[config.mk]
export PLATFORM = sky130hd
export DESIGN_NAME = iob_pll_reset_sequencer
export DESIGN_NICKNAME = d
export VERILOG_FILES = /design/src/rtl/iob_pll_reset_sequencer.sv
export SDC_FILE = /design/constraint.sdc
export NUM_CORES = 1
export LEC_CHECK = 0
export ABC_AREA = 1
export CAP_MARGIN = 15
export CORE_MARGIN = 4
export CORE_UTILIZATION = 40
export CTS_CLUSTER_DIAMETER = 40
export CTS_CLUSTER_SIZE = 24
export DETAILED_ROUTE_END_ITERATION = 12
export PLACE_DENSITY_LB_ADDON = 0.08
export SYNTH_ARGS = -nofsm -noshare
export SYNTH_HDL_FRONTEND = slang
export SYNTH_SLANG_ARGS = --single-unit
[constraint.sdc]
create_clock -name clk_i -period 6.45 [get_ports clk_i]
set_input_delay 1.29 -clock clk_i [delete_from_list [all_inputs] [get_ports clk_i]]
set_output_delay 1.29 -clock clk_i [all_outputs]
set_load 0.005 [all_outputs]
[src/rtl/iob_pll_reset_sequencer.sv]
// Purpose: pulse the PLL reset, qualify lock, then release per-domain resets in a staggered order.
// Latency: locked_i passes SYNC_STAGES flops; every output is registered one cycle after its decision.
// Backpressure: none; restart_i and arst_n_i override everything, and a lock loss re-enters PLL reset.
module iob_pll_reset_sequencer #(
  parameter int N_OUT              = 3,
  parameter int SYNC_STAGES        = 2,
  parameter int PLL_RST_CYCLES     = 8,
  parameter int LOCK_STABLE_CYCLES = 16,
  parameter int LOCK_TIMEOUT       = 1000,
  parameter int STAGGER_CYCLES     = 4,
  parameter int MAX_RETRIES        = 3,
  parameter int CNT_W              = 8
) (
  input  logic             clk_i,
  input  logic             arst_n_i,
  input  logic             locked_i,
  input  logic             restart_i,
  output logic             pll_rst_o,
  output logic [N_OUT-1:0] rst_o,
  output logic             ready_o,
  output logic             fail_o,
  output logic [CNT_W-1:0] lock_loss_cnt_o
);

  typedef enum logic [2:0] {
    ST_PLL_RST   = 3'd0,
    ST_WAIT_LOCK = 3'd1,
    ST_RELEASE   = 3'd2,
    ST_RUN       = 3'd3,
    ST_FAIL      = 3'd4
  } state_t;

  state_t                 state_q, state_d;
  logic [SYNC_STAGES-1:0] sync_q;
  logic                   locked_s;
  // One shared timer: PLL reset length, lock timeout window, or release stagger.
  logic [31:0]            cnt_q, cnt_d;
  logic [31:0]            stable_q, stable_d;
  logic [31:0]            retry_q, retry_d;
  logic [N_OUT-1:0]       rst_q, rst_d;
  logic                   pll_rst_q, pll_rst_d;
  logic                   ready_q, ready_d;
  logic                   fail_q, fail_d;
  logic [CNT_W-1:0]       loss_q, loss_d;

  assign locked_s = sync_q[SYNC_STAGES-1];

  // Synchronize the asynchronous lock indication into clk_i.
  always_ff @(posedge clk_i or negedge arst_n_i) begin
    if (!arst_n_i) begin
      sync_q <= '0;
    end else begin
      sync_q <= {sync_q[SYNC_STAGES-2:0], locked_i};
    end
  end

  // Next-state, timers and registered-output values.
  always_comb begin
    state_d  = state_q;
    cnt_d    = cnt_q;
    stable_d = stable_q;
    retry_d  = retry_q;
    rst_d    = rst_q;
    loss_d   = loss_q;

    case (state_q)
      ST_PLL_RST: begin
        rst_d = '1;
        if (cnt_q == 32'(PLL_RST_CYCLES - 1)) begin
          state_d  = ST_WAIT_LOCK;
          cnt_d    = '0;
          stable_d = '0;
        end else begin
          cnt_d = cnt_q + 32'd1;
        end
      end

      ST_WAIT_LOCK: begin
        rst_d    = '1;
        cnt_d    = cnt_q + 32'd1;
        stable_d = locked_s ? stable_q + 32'd1 : '0;
        // Qualification is checked first so it wins over a coincident timeout.
        if (locked_s && (stable_q + 32'd1 == 32'(LOCK_STABLE_CYCLES))) begin
          state_d  = ST_RELEASE;
          cnt_d    = '0;
          stable_d = '0;
        end else if (cnt_q == 32'(LOCK_TIMEOUT - 1)) begin
          retry_d  = retry_q + 32'd1;
          cnt_d    = '0;
          stable_d = '0;
          if (retry_q + 32'd1 < 32'(MAX_RETRIES)) begin
            state_d = ST_PLL_RST;
          end else begin
            state_d = ST_FAIL;
          end
        end
      end

      ST_RELEASE: begin
        cnt_d = cnt_q + 32'd1;
        // Released bits are only ever cleared here, so they stay low once dropped.
        for (int i = 0; i < N_OUT; i++) begin
          if (cnt_q + 32'd1 == 32'((i + 1) * STAGGER_CYCLES)) begin
            rst_d[i] = 1'b0;
          end
        end
        if (cnt_q == 32'(N_OUT * STAGGER_CYCLES)) begin
          state_d = ST_RUN;
          cnt_d   = '0;
        end
      end

      ST_RUN: begin
        rst_d = rst_q;
      end

      ST_FAIL: begin
        rst_d = '1;
      end

      default: begin
        state_d = ST_PLL_RST;
        cnt_d   = '0;
        rst_d   = '1;
      end
    endcase

    // Lock lost after qualification: count it and start over with a fresh retry budget.
    if ((state_q == ST_RELEASE || state_q == ST_RUN) && !locked_s) begin
      state_d  = ST_PLL_RST;
      cnt_d    = '0;
      stable_d = '0;
      retry_d  = '0;
      rst_d    = '1;
      if (loss_q != {CNT_W{1'b1}}) begin
        loss_d = loss_q + 1'b1;
      end
    end

    // Soft restart overrides every other transition but keeps the loss history.
    if (restart_i) begin
      state_d  = ST_PLL_RST;
      cnt_d    = '0;
      stable_d = '0;
      retry_d  = '0;
      rst_d    = '1;
      loss_d   = loss_q;
    end
  end

  // Outputs follow the next state so they change in the same edge as the state.
  assign pll_rst_d = (state_d == ST_PLL_RST) || (state_d == ST_FAIL);
  assign ready_d   = (state_d == ST_RUN);
  assign fail_d    = (state_d == ST_FAIL);

  // State, timer and output registers.
  always_ff @(posedge clk_i or negedge arst_n_i) begin
    if (!arst_n_i) begin
      state_q   <= ST_PLL_RST;
      cnt_q     <= '0;
      stable_q  <= '0;
      retry_q   <= '0;
      rst_q     <= '1;
      pll_rst_q <= 1'b1;
      ready_q   <= 1'b0;
      fail_q    <= 1'b0;
      loss_q    <= '0;
    end else begin
      state_q   <= state_d;
      cnt_q     <= cnt_d;
      stable_q  <= stable_d;
      retry_q   <= retry_d;
      rst_q     <= rst_d;
      pll_rst_q <= pll_rst_d;
      ready_q   <= ready_d;
      fail_q    <= fail_d;
      loss_q    <= loss_d;
    end
  end

  assign pll_rst_o       = pll_rst_q;
  assign rst_o           = rst_q;
  assign ready_o         = ready_q;
  assign fail_o          = fail_q;
  assign lock_loss_cnt_o = loss_q;

endmodule

==> metrics.md <==
| Metric | Value |
|---|---|
| CP Max Fanout | 30 |
| Die W | 149 um |
| TritonRoute pass-1 iters | 4 |
| CTS max path bufs | 2 |
| Non-Filler Instances | 1461 |
| Post-DP HPWL | 15.6 mm |
| CP max-delay cell | inv_1 |
| Remaining antenna violation count | 0 |
| Worst-margin pin slew | 1.00 ns |
| Slew Viols, Final | 0 |
| Gr ovfl total | 0 |
| Seq cells post-synth | 115 |
| Vias in the first global route | 7070 |
| GRT Total Usage | 20.1% |
| Peak supply drop | 0.164 mV |
| Status | finished, final reports clean |
| Post-CTS Resized | 0 |
| Cts-stage hold buffer count | 0 |
| Startpoint class of the critical path | input pin |
| Number of CTS-inserted buffers | 17 |
| CP Capture Type | flip-flop |
| TritonCTS clock tree | built |
| Cell family with most CP delay | buffers and inverters |
| Area Overhead vs Synth | 13.3% |
| Leakage | 3.96 nW |
| Post-route cell area | 8970 um^2 |
| Clock skew | 0.00923 ns |
| Hold_sp | sync_q[0]$_DFF_PN0_ |
| Reg clk slew, reported paths | 0.06 ns |
| Worst R2R Start | stable_q[0]$_DFFE_PN0P_ |
| Power Density | 214 nW/um^2 |
| CP Class | input pin to flip-flop |
| Most frequent cells in the layout | nand2_1 (377), nor2_1 (150), inv_1 (135) |
| Period utilization | 54.9% |
| Post-synthesis cell count | 1164 |
| Die area | 22100 um^2 |
| Htree depth | 4 |
| # clock sinks | 115 |
| Slew margin rel. | 33.1% |
| Final hold violations | 0 |
| Setup TNS | 0 ns |
| First-pass GRT wire length | 35.7 mm |
| Max Clk Rate | 282 MHz |
| 1st-iter DRT viols | 386 |
| Hold Path Class | flip-flop to flip-flop |
| FP Rows | 51 |
| Initial antenna violation count | 0 |
| Chip height | 149 um |
| Critical path arrival | 3.86 ns |
| Core ar. | 19500 um^2 |
| Final Wtd Congestion | 0.903 |
| # IOs | 18 |
| Area share of the largest cell type after synthesis | 35.1% |
| CP Buf/Inv Count | 3 |
| Postcts setup bufs | 0 |
| Initial core utilization | 40.7% |
| Crit path largest cell delay | 0.51 ns |
| # diodes | 0 |
| Port Buffer Count | 17 |
| Distinct cells, synth | 37 |
| Fraction of layout cells with a size suffix above 1 | 9.20% |
| Root Buffer | clkbuf_16 |
| Post-layout nets | 1194 |
| Syn avg cell area | 6.80 um^2 |
| Dpl ws | 2.43 ns |
| Post-Syn Nets | 1175 |
| Critical path startpoint | restart_i |
| Sequential area share after synthesis | 36.4% |
| Via count | 7262 |
| Skew-Pair Late Insertion Delay | 0.42 ns |
| DP Area | 8300 um^2 |
| WP data required | 6.77 ns |
| Most common cell after layout, fill and taps aside | nand2_1 |
| Top cells by area, synth | dfrtp_1 (35%), nand2_1 (18%), nor2_1 (7.2%), inv_1 (6.4%), nand3_1 (4.9%) |
| Total power | 1.92 mW |
| Largest net degree at the start of global routing | 79 |
| Fin worst setup slack | 2.91 ns |
| RSZ-0062 raised after global routing | no |
| Mapped cell area | 7910 um^2 |
| # DRC | 0 |
| Ys Warns | 0 |
| Max Cap Viol | 0 |
| WL/cell | 14.5 um |
| Final setup fails | 0 |
| Area leader, netlist | dfrtp_1 |
| DP Cell Count | 1429 |
| Routed vias/inst | 4.97 |
| Final min period | 3.54 ns |
| Worst-path cell chain | clkdlybuf4s50_1 > inv_1 > nand2_1 > o21ai_0 > inv_1 > o21ai_0 |
| Routed WL | 21.2 mm |
[cells by family (layout without fill, tap and decap cells)]
kind of cell    after synthesis  after routing  synth area share, %
mux                           1              1                0.142
simple gates                719            719                 40.2
buf+inv                     158            190                 8.21
fa+ha+maj                     7              7                 1.11
flops                       115            115                 36.4
xor+xnor                     42             42                 4.65
compound gates              122            122                 9.25
[routing by layer]
metal / GRT usage [%] / up-vias / wire length (um)
li1: - / 3778 / -
met4: 4.25 / 0 / 187
met5: 0 / - / 0
met3: 3.63 / 17 / 593
met2: 33.0 / 97 / 9830
met1: 28.1 / 3370 / 10600
[synthesized netlist by cell type, drive strengths merged]
library cell / number
nand2: 387
nor2: 168
inv: 136
dfrtp: 111
nand3: 96
o21ai: 84
nor3: 34
xor2: 33
nand4: 27
a21oi: 20
o22ai: 15
clkbuf: 10
buf: 9
xnor2: 9
ha: 7
nor4: 5
dfstp: 4
clkinv: 3
a22o: 1
and2: 1
mux2: 1
nor3b: 1
o211ai: 1
o21a: 1
[worst reg2reg max path, delay by kind of cell (launching register included)]
kind / cells / cell delay [ns]
fa+ha+maj: 1 / 0.26
flops: 1 / 0.47
simple gates: 14 / 2.14
compound gates: 1 / 0.14
[flip-flops by register name, summed over array words and instances, names as in the netlist]
name,flops
pll_rst_o,1
ready_o,1
state_q,3
retry_q,32
sync_q,2
lock_loss_cnt_o,8
rst_o,3
cnt_q,32
stable_q,32
fail_o,1
[layout make-up]
cell class	instances	area [um^2]
sequential	115	2880
multi-input combinational	891	4380
clock buffer	22	464
inverter	139	522
clock inverter	10	203
fill	2038	10500
timing repair buffer	19	183
tap	265	332
[worst paths after layout]
check / to / slack (ns) / cells past startpoint
min: sync_q[1]$_DFF_PN0_ / 0.35 / 0
max in group asynchronous: stable_q[15]$_DFFE_PN0P_ / 4.27 / 2
max reg2reg: cnt_q[15]$_DFFE_PN0P_ / 3.29 / 16
max: stable_q[18]$_DFFE_PN0P_ / 2.91 / 6
min reg2reg: sync_q[1]$_DFF_PN0_ / 0.35 / 0
min in group asynchronous: stable_q[21]$_DFFE_PN0P_ / 1.05 / 1
[through the flow]
step	hold WS, ns	utilization, %
after floorplan	0.331	-
after global placement	0.338	42.7
after detailed placement	0.347	42.7
after CTS	0.360	46.1
after global routing	0.375	46.1
final	0.354	46.1
[power breakdown]
part	switching, mW	internal, mW
logic	0.0659	0.0228
registers	0.0105	0.732
clock network	0.346	0.743
total	0.422	1.50
Note: power is estimated with default switching activity, not from simulation.
